## src/rtl/bcd_seq_converter_if.sv

```systemverilog
// rtl/bcd_seq_converter_if.sv - handshake bundle for bcd_seq_converter; seg_out present only with BCD_SEG_EN
interface bcd_seq_converter_if #(
  parameter int WIDTH  = 8,
  parameter int DIGITS = 3
);
  logic                  in_valid;
  logic                  in_ready;
  logic [WIDTH-1:0]      bin_in;
  logic                  out_valid;
  logic                  out_ready;
  logic [4*DIGITS-1:0]   bcd_out;
  logic                  overflow;
`ifdef BCD_SEG_EN
  logic [7*DIGITS-1:0]   seg_out;
`endif

  modport master (
    output in_valid, bin_in, out_ready,
    input  in_ready, out_valid, bcd_out, overflow
`ifdef BCD_SEG_EN
    , input seg_out
`endif
  );

  modport slave (
    input  in_valid, bin_in, out_ready,
    output in_ready, out_valid, bcd_out, overflow
`ifdef BCD_SEG_EN
    , output seg_out
`endif
  );
endinterface

```

## src/rtl/bcd_seq_converter.sv

```systemverilog
// rtl/bcd_seq_converter.sv - sequential double-dabble binary-to-BCD converter with valid/ready handshake
// Optional 7-segment encoder with leading-zero blanking enabled by BCD_SEG_EN.
module bcd_seq_converter #(
  parameter int WIDTH  = 8,
  parameter int DIGITS = 3
) (
  input logic               clk,
  input logic               rst,
  bcd_seq_converter_if.slave bus
);
  localparam int FULL_DIGITS = (WIDTH * 3) / 10 + 1;
  localparam int EXT_DIGITS  = (DIGITS > FULL_DIGITS) ? DIGITS : FULL_DIGITS;
  localparam int CW          = $clog2(WIDTH + 1);

  typedef enum logic [1:0] {IDLE, SHIFT, DONE} state_t;

  state_t                    state, state_next;
  logic [4*FULL_DIGITS-1:0]  bcd_reg, bcd_adj, bcd_next;
  logic [WIDTH-1:0]          bin_reg, bin_next;
  logic [CW-1:0]             cnt;
  logic [4*EXT_DIGITS-1:0]   bcd_ext;
  logic [4*DIGITS-1:0]       bcd_q;
  logic                      ovf_q, ovf_next;
  logic                      accept, last_step;

  assign accept    = bus.in_valid && (state == IDLE);
  assign last_step = (state == SHIFT) && (cnt == CW'(1));

  always_comb begin
    bcd_adj = bcd_reg;
    for (int i = 0; i < FULL_DIGITS; i++) begin
      if (bcd_reg[4*i +: 4] >= 4'd5)
        bcd_adj[4*i +: 4] = bcd_reg[4*i +: 4] + 4'd3;
    end
    {bcd_next, bin_next} = {bcd_adj, bin_reg} << 1;
  end

  // Widen to at least DIGITS so narrow widths still present DIGITS zero-padded digits.
  always_comb begin
    bcd_ext = '0;
    bcd_ext[4*FULL_DIGITS-1:0] = bcd_next;
  end

  generate
    if (FULL_DIGITS > DIGITS) begin : g_ovf
      assign ovf_next = |bcd_ext[4*FULL_DIGITS-1:4*DIGITS];
    end else begin : g_no_ovf
      assign ovf_next = 1'b0;
    end
  endgenerate

`ifdef BCD_SEG_EN
  logic [7*DIGITS-1:0] seg_q, seg_next;

  function automatic logic [6:0] seg7(input logic [3:0] d);
    case (d)
      4'd0:    seg7 = 7'b1111110;
      4'd1:    seg7 = 7'b0110000;
      4'd2:    seg7 = 7'b1101101;
      4'd3:    seg7 = 7'b1111001;
      4'd4:    seg7 = 7'b0110011;
      4'd5:    seg7 = 7'b1011011;
      4'd6:    seg7 = 7'b1011111;
      4'd7:    seg7 = 7'b1110000;
      4'd8:    seg7 = 7'b1111111;
      4'd9:    seg7 = 7'b1111011;
      default: seg7 = 7'b0000000;
    endcase
  endfunction

  // Scan from the top digit; everything from the first nonzero digit down is lit.
  always_comb begin
    logic       lit;
    logic [3:0] digit;
    lit      = 1'b0;
    digit    = 4'd0;
    seg_next = '0;
    for (int i = DIGITS - 1; i >= 0; i--) begin
      digit = bcd_ext[4*i +: 4];
      if (digit != 4'd0 || i == 0)
        lit = 1'b1;
      if (lit)
        seg_next[7*i +: 7] = seg7(digit);
    end
  end

  assign bus.seg_out = seg_q;
`endif

  always_ff @(posedge clk) begin
    if (rst)
      state <= IDLE;
    else
      state <= state_next;
  end

  always_comb begin
    state_next = state;
    case (state)
      IDLE:    if (accept)        state_next = SHIFT;
      SHIFT:   if (last_step)     state_next = DONE;
      DONE:    if (bus.out_ready) state_next = IDLE;
      default:                    state_next = IDLE;
    endcase
  end

  always_ff @(posedge clk) begin
    if (rst) begin
      bcd_reg <= '0;
      bin_reg <= '0;
      cnt     <= '0;
      bcd_q   <= '0;
      ovf_q   <= 1'b0;
`ifdef BCD_SEG_EN
      seg_q   <= '0;
`endif
    end else if (accept) begin
      bin_reg <= bus.bin_in;
      bcd_reg <= '0;
      cnt     <= CW'(WIDTH);
    end else if (state == SHIFT) begin
      bcd_reg <= bcd_next;
      bin_reg <= bin_next;
      cnt     <= cnt - CW'(1);
      if (last_step) begin
        bcd_q <= bcd_ext[4*DIGITS-1:0];
        ovf_q <= ovf_next;
`ifdef BCD_SEG_EN
        seg_q <= seg_next;
`endif
      end
    end
  end

  assign bus.in_ready  = (state == IDLE);
  assign bus.out_valid = (state == DONE);
  assign bus.bcd_out   = bcd_q;
  assign bus.overflow  = ovf_q;
endmodule

```

## src/flat_wrapper.sv

```systemverilog
// flat-port wrapper written by rule: the top's interface ports become plain ports
module bcd_seq_converter_flat 
#(
  parameter int WIDTH  = 8,
  parameter int DIGITS = 3
)
  (clk, rst, bus_in_valid, bus_bin_in, bus_out_ready, bus_in_ready, bus_out_valid, bus_bcd_out, bus_overflow);
  bcd_seq_converter_if #(.WIDTH(WIDTH), .DIGITS(DIGITS)) bus_i ();
  input logic clk;
  input logic rst;
  input wire logic [$bits(bus_i.in_valid)-1:0] bus_in_valid;
  input wire logic [$bits(bus_i.bin_in)-1:0] bus_bin_in;
  input wire logic [$bits(bus_i.out_ready)-1:0] bus_out_ready;
  output wire logic [$bits(bus_i.in_ready)-1:0] bus_in_ready;
  output wire logic [$bits(bus_i.out_valid)-1:0] bus_out_valid;
  output wire logic [$bits(bus_i.bcd_out)-1:0] bus_bcd_out;
  output wire logic [$bits(bus_i.overflow)-1:0] bus_overflow;
  assign bus_i.in_valid = bus_in_valid;
  assign bus_i.bin_in = bus_bin_in;
  assign bus_i.out_ready = bus_out_ready;
  assign bus_in_ready = bus_i.in_ready;
  assign bus_out_valid = bus_i.out_valid;
  assign bus_bcd_out = bus_i.bcd_out;
  assign bus_overflow = bus_i.overflow;
  bcd_seq_converter #(.WIDTH(WIDTH), .DIGITS(DIGITS)) u_core (.clk(clk), .rst(rst), .bus(bus_i));
endmodule
```

## config.mk

```make
export PLATFORM = sky130hd
export DESIGN_NAME = bcd_seq_converter_flat
export DESIGN_NICKNAME = d
export VERILOG_FILES = /design/src/rtl/bcd_seq_converter_if.sv /design/src/rtl/bcd_seq_converter.sv /design/src/flat_wrapper.sv
export SDC_FILE = /design/constraint.sdc
export NUM_CORES = 1
export LEC_CHECK = 0
export ABC_AREA = 1
export BUFFER_PORTS_ARGS = -buffer_cell sky130_fd_sc_hd__buf_2
export CAP_MARGIN = 20
export CORE_MARGIN = 2
export CORE_UTILIZATION = 51
export CTS_CLUSTER_SIZE = 10
export DETAILED_ROUTE_END_ITERATION = 10
export HOLD_SLACK_MARGIN = 0.12
export PLACE_DENSITY = 0.74
export SLEW_MARGIN = 30
export SYNTH_ARGS = -nofsm -noshare
export SYNTH_HDL_FRONTEND = slang
export SYNTH_SLANG_ARGS = --single-unit
```

## constraint.sdc

```tcl
create_clock -name clk -period 1.3 [get_ports clk]
set_clock_uncertainty 0.15 [all_clocks]
set_input_delay 0.13 -clock clk [delete_from_list [all_inputs] [get_ports clk]]
set_output_delay 0.13 -clock clk [all_outputs]
set_load 0.01 [all_outputs]
```

Yosys cells after proc, flatten, opt, wreduce, memory -nomap -nowiden
Index checks and enable logic that the tools add are counted.
Word-level totals
  bits in latches: 0
  memories: 0
  bits in read-only memories: 0
  bits of input ports: 12
  register bits: 38
  word-level logic and storage cells: 38
  RAM bits: 0
  output and inout bits: 15
Operators by class
  shift operators: 0
  bitwise operators: 1
  equality and inequality tests: 6
  $mul: 0
  reductions and logical operators: 7
  multiplexer cells: 11
  add/sub/neg operators: 4
  divide/modulo/power cells: 0
  magnitude comparators: 3
Operator list (count)
  2-to-1 mux 4 bit: 4
  2-to-1 mux 8 bit: 2
  greater-or-equal comparator 4 x 3 -> 1 bit (second input constant): 3
  adder 4 x 2 -> 4 bit (second input constant): 2
  2-to-1 mux 2 bit: 3
  one-hot mux 2 bit (3 select lines): 1
  AND reduction 3 bit: 2
  == test 4 x 1 -> 1 bit (second input constant): 1
  inequality test 2 x 1 -> 1 bit (second input constant): 2
  subtractor 4 x 1 -> 4 bit (second input constant): 1
  adder 3 x 2 -> 3 bit (second input constant): 1
  2-to-1 mux 3 bit: 1
  == test 2 x 1 -> 1 bit (second input constant): 1
  == test 2 bit (second input constant): 1
  logical AND 1 bit: 2
  logical NOT 2 bit: 1
  inequality test 2 bit (second input constant): 1
  nonzero test 2 bit: 1
  OR reduction 2 bit: 1
  inverter 1 bit: 1

Logic depth before layout (Yosys ltp)
Gate-level depths: netlist (run 1).
  word-level depth: 4
  mapped depth: 10
  gate-level depth less buffers: 10

Worst setup path before layout (run 1)
Ideal clock, no wire load.
  path kind: register to register
  start: register u_core.bcd_reg[0]
  end: register u_core.bcd_reg[1]
  arrival time: 1.081 ns
  required time: 1.041 ns
  path slack: -0.040 ns
  library setup time: 0.109 ns
  buffers on the path: 0
  period minus slack after synthesis: 1.340 ns
  cell stages (with the launch flop): 11
  path through: dfxtp_1 -> inv_1 -> ha_1 -> inv_1 -> nand2_1 -> nand3_1 -> nand2_1 -> nand2_1 -> nand2_1 -> nand2_1 -> inv_1
On the way
  longest elaborated chain between the ends: 2
  elaborated cells between the ends (all ways): 3
  classes of those cells: add/sub (1); order compare (1); mux (1)
RTL lines
  start, declared: line bcd_seq_converter.sv:18  | logic [4*FULL_DIGITS-1:0] bcd_reg, bcd_adj, bcd_next;
  start signal, assigned: line bcd_seq_converter.sv:122  | bcd_reg <= bcd_next;
  adder 4 x 2 -> 4 bit or greater-or-equal comparator 4 x 3 -> 1 bit (tied branches): line bcd_seq_converter.sv:33, bcd_seq_converter.sv:32
  2-to-1 mux 4 bit (*): line bcd_seq_converter.sv:32  | if (bcd_reg[4*i +: 4] >= 4'd5)
Every way passes the cells marked *; elsewhere a longest branch is shown, timed or not.
A chain may end at the register's enable or synchronous reset.

Worst setup path in the final report (run 1)
  start: register u_core.state[0]
  end: register u_core.bcd_q[6] (netlist: u_core.bus.bcd_out[6])
On the way
  longest elaborated chain between the ends: 4
  elaborated cells between the ends (all ways): 6
  classes of those cells: eq/ne (1); bitwise (1); reduce/logical (4)
RTL lines
  start, declared: line bcd_seq_converter.sv:17  | state_t state, state_next;
  start signal, assigned: line bcd_seq_converter.sv:94  | state <= state_next;
  logical NOT 2 bit: line bcd_seq_converter.sv:26  | assign accept = bus.in_valid && (state == IDLE);
  logical AND 1 bit: line bcd_seq_converter.sv:26
  inverter 1 bit (no source line)
  AND reduction 3 bit (no source line) (*)
  end signal, assigned: line bcd_seq_converter.sv:126  | bcd_q <= bcd_ext[4*DIGITS-1:0];
  end, declared: line bcd_seq_converter.sv:22  | logic [4*DIGITS-1:0] bcd_q;
Marks and branches as above.

==> results of run 1 <==
-- how the worst max path moves through the flow --
stage                       from                     to  slack, ps
3_5_place_dp     u_core.state[0]  u_core.bus.bcd_out[1]       -120
2_1_floorplan  u_core.bcd_reg[4]      u_core.bcd_reg[5]          3
4_1_cts            u_core.cnt[1]  u_core.bus.bcd_out[4]         -8
5_1_grt          u_core.state[0]  u_core.bus.bcd_out[6]       -260
6_report         u_core.state[0]  u_core.bus.bcd_out[6]       -160
3_3_place_gp     u_core.state[0]  u_core.bus.bcd_out[1]       -120
-- power groups by stage --
stage / logic (mW) / clock network (mW) / registers, mW
4_1_cts: 0.618 / 0.866 / 1.28
5_1_grt: 0.887 / 0.928 / 1.31
3_5_place_dp: 0.529 / 0 / 1.30
6_report: 0.828 / 0.874 / 1.30
2_1_floorplan: 0.293 / 0 / 1.30
3_3_place_gp: 0.519 / 0 / 1.30
-- layout by cell type (no fill, tap or decap), types with 8 or more instances in the layout --
cell            n
nand2_1        55
inv_1          32
buf_4          32
dfxtp_1        25
buf_2          24
nand2_2        22
nor2_1         18
a21oi_2        13
a21oi_1        12
buf_6          12
dfxtp_2        12
dlygate4sd3_1  10
nand2_4         9
inv_4           8
-- layout make-up --
cell class              count  area share [%]
well taps                  48            1.94
inverters                  48            6.46
clock buffers               6            2.67
clock inverters             2           0.404
repair buffers             83            22.5
flip-flops and latches     38            25.2
multi-input cells         188            40.9
-- cell usage after synthesis --
cell | number | share of area, %
dfxtp_1 | 38 | 41
nand2_1 | 86 | 17
nand2_2 | 1 | 0.33
clkbuf_1 | 1 | 0.20
clkinv_1 | 2 | 0.40
a21oi_1 | 25 | 6.7
conb_1 | 1 | 0.20
nor2_1 | 26 | 5.2
buf_2 | 6 | 1.6
o21ai_1 | 1 | 0.27
ha_1 | 8 | 5.3
o21ai_0 | 11 | 2.9
nand4_1 | 7 | 2.3
nand3_1 | 12 | 3.2
inv_1 | 45 | 9.0
nand3_2 | 1 | 0.53
nor2_2 | 1 | 0.33
a31oi_1 | 7 | 2.3
inv_2 | 1 | 0.20
buf_4 | 1 | 0.40
nor2_4 | 1 | 0.60
-- worst max-delay path, cell delays in order (launching register included) --
cell and delay (ps):
dfxtp_4 390, inv_4 40, nor2_4 150, nand3_4 170, buf_6 170, nand2_1 50
nand2_1 60, a21oi_1 190
-- kinds of logic (layout without fill, tap and decap cells) --
logic type | after synthesis | in the layout | synth area share [%]
buffers and inverters | 56 | 139 | 11.8
other | 1 | 1 | 0.200
flip-flops | 38 | 38 | 40.6
AO/OA/AOI/OAI | 44 | 44 | 12.2
adder cells (fa/ha/maj) | 8 | 8 | 5.34
AND/OR/NAND/NOR | 135 | 135 | 29.8
-- routing by layer --
| layer | track usage [%] | vias to the layer above | wire (um) |
|---|---|---|---|
| met2 | 48.7 | 90 | 3440 |
| li1 | - | 1050 | - |
| met4 | 11.7 | 0 | 214 |
| met3 | 5.90 | 27 | 428 |
| met5 | 0 | - | 0 |
| met1 | 29.5 | 1059 | 2430 |
-- what timing repair did --
action	in CTS	in global routing
setup endpoints to repair	25	37
gates cloned	0	1
resized for setup	53	91
hold endpoints to repair	13	1
pin swaps	10	35
setup buffers	5	4
-- stage by stage --
stage	cells	util [%]	power (mW)
final	413	85.9	3.00
after global routing	413	85.9	3.12
after CTS	409	75.9	2.77
after detailed placement	386	64.9	1.83
after global placement	386	64.9	1.81
after floorplan	282	-	1.59
==> impl_metrics.toml, run 1 <==
[status]
status = "finished, violations left"
violations = "negative setup slack"

[sta]
finalMaxSlewViolations = 0
tns_ps = -835
setup_viol = 18
setup_ws_ps = -159
fmax_mhz = 685
period_needed_ps = 1460
grt_setup_unrepaired = "true"
hold_viol_final = 0
fin_worst_hold_slack_ps = 75.5
period_share_pct = 112

[clocking]
cts_buffer_depth = 2
cts_tree = "yes"
numClockSinks = 38
htreeDepth = 2
clkSlewWorstSetupHoldPaths_ps = 80
cts_root_buf = "clkbuf_8"
clk_latency_ps = 300
postCtsHoldBufs = 10
cts_made_buffers = 5

[grt]
grt_pass1_wl_mm = 8.49
grt_overflow = 0
grt_max_degree = 15
grt_pass1_vias = 1993
grt.total_usage_pct = 26.7
antenna_found_initial = 0

[finish]
drive_gt1_share_pct = 49.9
multiInputGateArea_um2 = 1270
fill_cells = 190
nets = 384
final_area_um2 = 3100
diodes = 0
area_growth_pct = 65.4
regArea_um2 = 779

[job]
cap_violations = 0

[power]
p_leak_nw = 1.51
powerDensity_nw_per_um2 = 969
seqPwrFrac_pct = 43.3
switching_power_mw = 0.956
intPower_mw = 2.05
clkPwrFrac_pct = 29.1
p_sw_share_pct = 31.8
pwr-share-comb_pct = 27.6
peakVddDrop_mv = 0.803

[floorplan]
start_util_pct = 51.9
core-area_um2 = 3610
core.rowCount = 22
die_area_um2 = 4170
io_pins = 27
die_w_um = 64.6
die_y_um = 64.6

[setup_path]
rr_worst_depth = 7
reg2reg_slack_ps = -160
worstPathArrival_ps = 1520
crit_fanout = 6
timing.rr.start = "u_core.state[0]"
criticalPathCategory = "reg -> reg"
cp.required_ps = 1360
cp-end-kind = "flip-flop"
worstSetupStartpointType = "flip-flop"
r2r_end = "u_core.bus.bcd_out[6]"

[detailed_routing]
vias_per_cell = 5.39
vias = 2226
first_iter_violations = 117
routed_wl_mm = 6.51
drc = 0
routedWlPerCell_um = 15.8
drtPass1Iterations = 5
drtAntennaViolNets = 0

[worst_hold_path]
min_from = "bus_in_valid"
holdPathStages = 5
min_to = "u_core.cnt[3]"
worstHoldPathType = "in -> reg"

[place]
place_congestion = 0.862
dpl_cell_area_um2 = 2340
portBuffers = 25
hpwl_mm = 3.27
dp_slack_ps = -120

[logic_synthesis]
syn_area_um2 = 1870
syn_area_per_cell_um2 = 6.64
yosysUniqueCellTypes = 21
seq_area_frac_synth_pct = 40.6
syn-num-nets = 302
synth_seq_cells = 38
yosys_warnings = 0
netlist_instances = 282
No activity file was read; power rests on OpenSTA's default activity.
==> run 2: changes to the inputs <==
--- a/config.mk
+++ b/config.mk
@@ -8,12 +8,13 @@
 export ABC_AREA = 1
 export BUFFER_PORTS_ARGS = -buffer_cell sky130_fd_sc_hd__buf_2
 export CAP_MARGIN = 20
+export CORE_ASPECT_RATIO = 0.7
 export CORE_MARGIN = 2
 export CORE_UTILIZATION = 51
 export CTS_CLUSTER_SIZE = 10
 export DETAILED_ROUTE_END_ITERATION = 10
 export HOLD_SLACK_MARGIN = 0.12
-export PLACE_DENSITY = 0.74
+export PLACE_DENSITY = 0.75
 export SLEW_MARGIN = 30
 export SYNTH_ARGS = -nofsm -noshare
 export SYNTH_HDL_FRONTEND = slang
==> constraint.sdc (replaced) <==
create_clock -name clk -period 1.3 [get_ports clk]
set_clock_uncertainty 0.15 [all_clocks]
set_input_delay 0.065 -clock clk [delete_from_list [all_inputs] [get_ports clk]]
set_output_delay 0.065 -clock clk [all_outputs]
set_load 0.01 [all_outputs]
==> run 2 against run 1 <==
Against the previous run:
- the run still ends with negative setup slack left
- critical path depth is 3 higher
- global-route usage is 0.089 points higher
- sequential cell count stayed put
- maximum frequency is 3.8% higher
- via count is 4.5% lower
- critical endpoint is now u_core.bcd_reg[10]
- highest routed layer unchanged
==> impl_metrics.toml, run 2 (synthesis gave the netlist of run 1 again) <==
[clocking]
numClockSinks = 38
cts_root_buf = "clkbuf_8"
clkSlewWorstSetupHoldPaths_ps = 80
cts_made_buffers = 5
htreeDepth = 2
cts_buffer_depth = 2
clk_latency_ps = 290
cts_tree = "yes"

[floorplan]
die_w_um = 76.4
core-area_um2 = 3510
start_util_pct = 53.3
die_y_um = 54.7
core.rowCount = 18
die_area_um2 = 4180
io_pins = 27

[status]
status = "finished, violations left"
violations = "negative setup slack"

[worst_hold_path]
worstHoldPathType = "reg -> reg"
holdPathStages = 2

[setup_path]
path_buf_inv = 3
crit_slowest_cell = "dfxtp_2"
criticalPathCategory = "reg -> reg"
worstPathArrival_ps = 1450
worstSetupStartpointType = "flip-flop"
cpPeakStageDelay_ps = 360
crit_fanout = 3
cp_cell_sequence = "inv_4, ha_4, inv_2, nand2_2, nand3_2, nand2_1, nand2_2, nand2_1, nand2_1, inv_1"
cp.required_ps = 1350
cp-end-kind = "flip-flop"
rr_worst_depth = 10
critical-path-top-delay-family = "simple AND/OR/NAND/NOR gates"
crit_path_frequent_cell = "nand2_1"
cp_num_cells = 10

[detailed_routing]
drc = 0
drtAntennaViolNets = 0
first_iter_violations = 141
wl_met2_mm = 3.09
m1WireLength_mm = 2.51
drtPass1Iterations = 4
vias_per_cell = 5.22
vias = 2126
routedWlPerCell_um = 14.8
maxUsedRoutingLayer = "met4"
wl_met3_um = 350
routed_wl_mm = 6.04

[place]
place_congestion = 0.893
dp_slack_ps = -114
dp.cells = 380
dpl_cell_area_um2 = 2270
hpwl_mm = 3.17
portBuffers = 25

[grt]
antenna_found_initial = 0
grt_overflow = 0
grt_pass1_vias = 1869
grt_pass1_wl_mm = 8.63
grt_max_degree = 16
grt.total_usage_pct = 26.7

[finish]
area_growth_pct = 58.7
fill_cells = 209
layout_commonest_cell = "nand2_1"
regArea_um2 = 786
multiInputGateArea_um2 = 1230
nets = 376
final_area_um2 = 2970
final_cell_mix = "nand2_1, inv_1, buf_4, dfxtp_1, buf_2"
utilization_pct = 84.6
drive_gt1_share_pct = 45.9
instances_no_fill = 407
diodes = 0

[sta]
hold_viol_final = 0
tns_ps = -561
grt_setup_unrepaired = "true"
period_needed_ps = 1410
setup_ws_ps = -106
fmax_mhz = 711
setup_viol = 15
period_share_pct = 108
fin_worst_hold_slack_ps = 313
finalMaxSlewViolations = 0

[job]
cap_violations = 0

[power]
power.total_mw = 3.07
powerDensity_nw_per_um2 = 1030
p_leak_nw = 1.44
peakVddDrop_mv = 0.828
[run 2: changes by cell type in the layout (fill, tap and decap cells not counted), moves of 3 or more]
cell,delta
buf_4,-6
dfxtp_2,-4
nand2_4,-3
a21oi_2,-4
dfxtp_4,+3
nor2_1,+3
[run 2: layout make-up]
class                      count  share of cell area, %
clock inverter                 3                   1.52
tap                           50                   2.10
timing repair buffer          75                   19.7
clock buffer                   5                   2.31
sequential                    38                   26.4
inverter                      48                   6.65
multi-input combinational    188                   41.3
[run 2: timing repair]
action | 4_1_cts | 5_1_grt
hold buffers | 11 | 0
gates resized for setup | 59 | 71
endpoints found under the hold margin | 24 | 0
buffers inserted | 3 | 5
setup endpoints to repair | 28 | 35
pin swaps | 14 | 34
[run 2: final timing paths]
check	startpoint	to	slack [ps]
max reg2reg	u_core.bcd_reg[9]	u_core.bcd_reg[10]	-110
max	u_core.bcd_reg[9]	u_core.bcd_reg[10]	-110
min reg2reg	u_core.bus.bcd_out[3]	u_core.bus.bcd_out[3]	310
min	u_core.bus.bcd_out[3]	u_core.bus.bcd_out[3]	310
[run 2: worst register-to-register path, stage by stage (launching register included)]
cell and delay [ps]:
dfxtp_2 360, inv_4 60, ha_4 160, inv_2 60, nand2_2 70, nand3_2 100, nand2_1 90, nand2_2 100
nand2_1 70, nand2_1 60, inv_1 30
[run 2: metal layers]
| layer | up-vias | GRT usage [%] |
|---|---|---|
| met5 | - | 0 |
| met4 | 0 | 8.18 |
| met3 | 10 | 5.94 |
| met2 | 87 | 48.5 |
| met1 | 996 | 32.9 |
| li1 | 1033 | - |
[run 2: power by group]
group / switching, mW / internal, mW
combinational: 0.402 / 0.334
sequential: 0.0739 / 1.23
clock: 0.460 / 0.571
total: 0.936 / 2.13
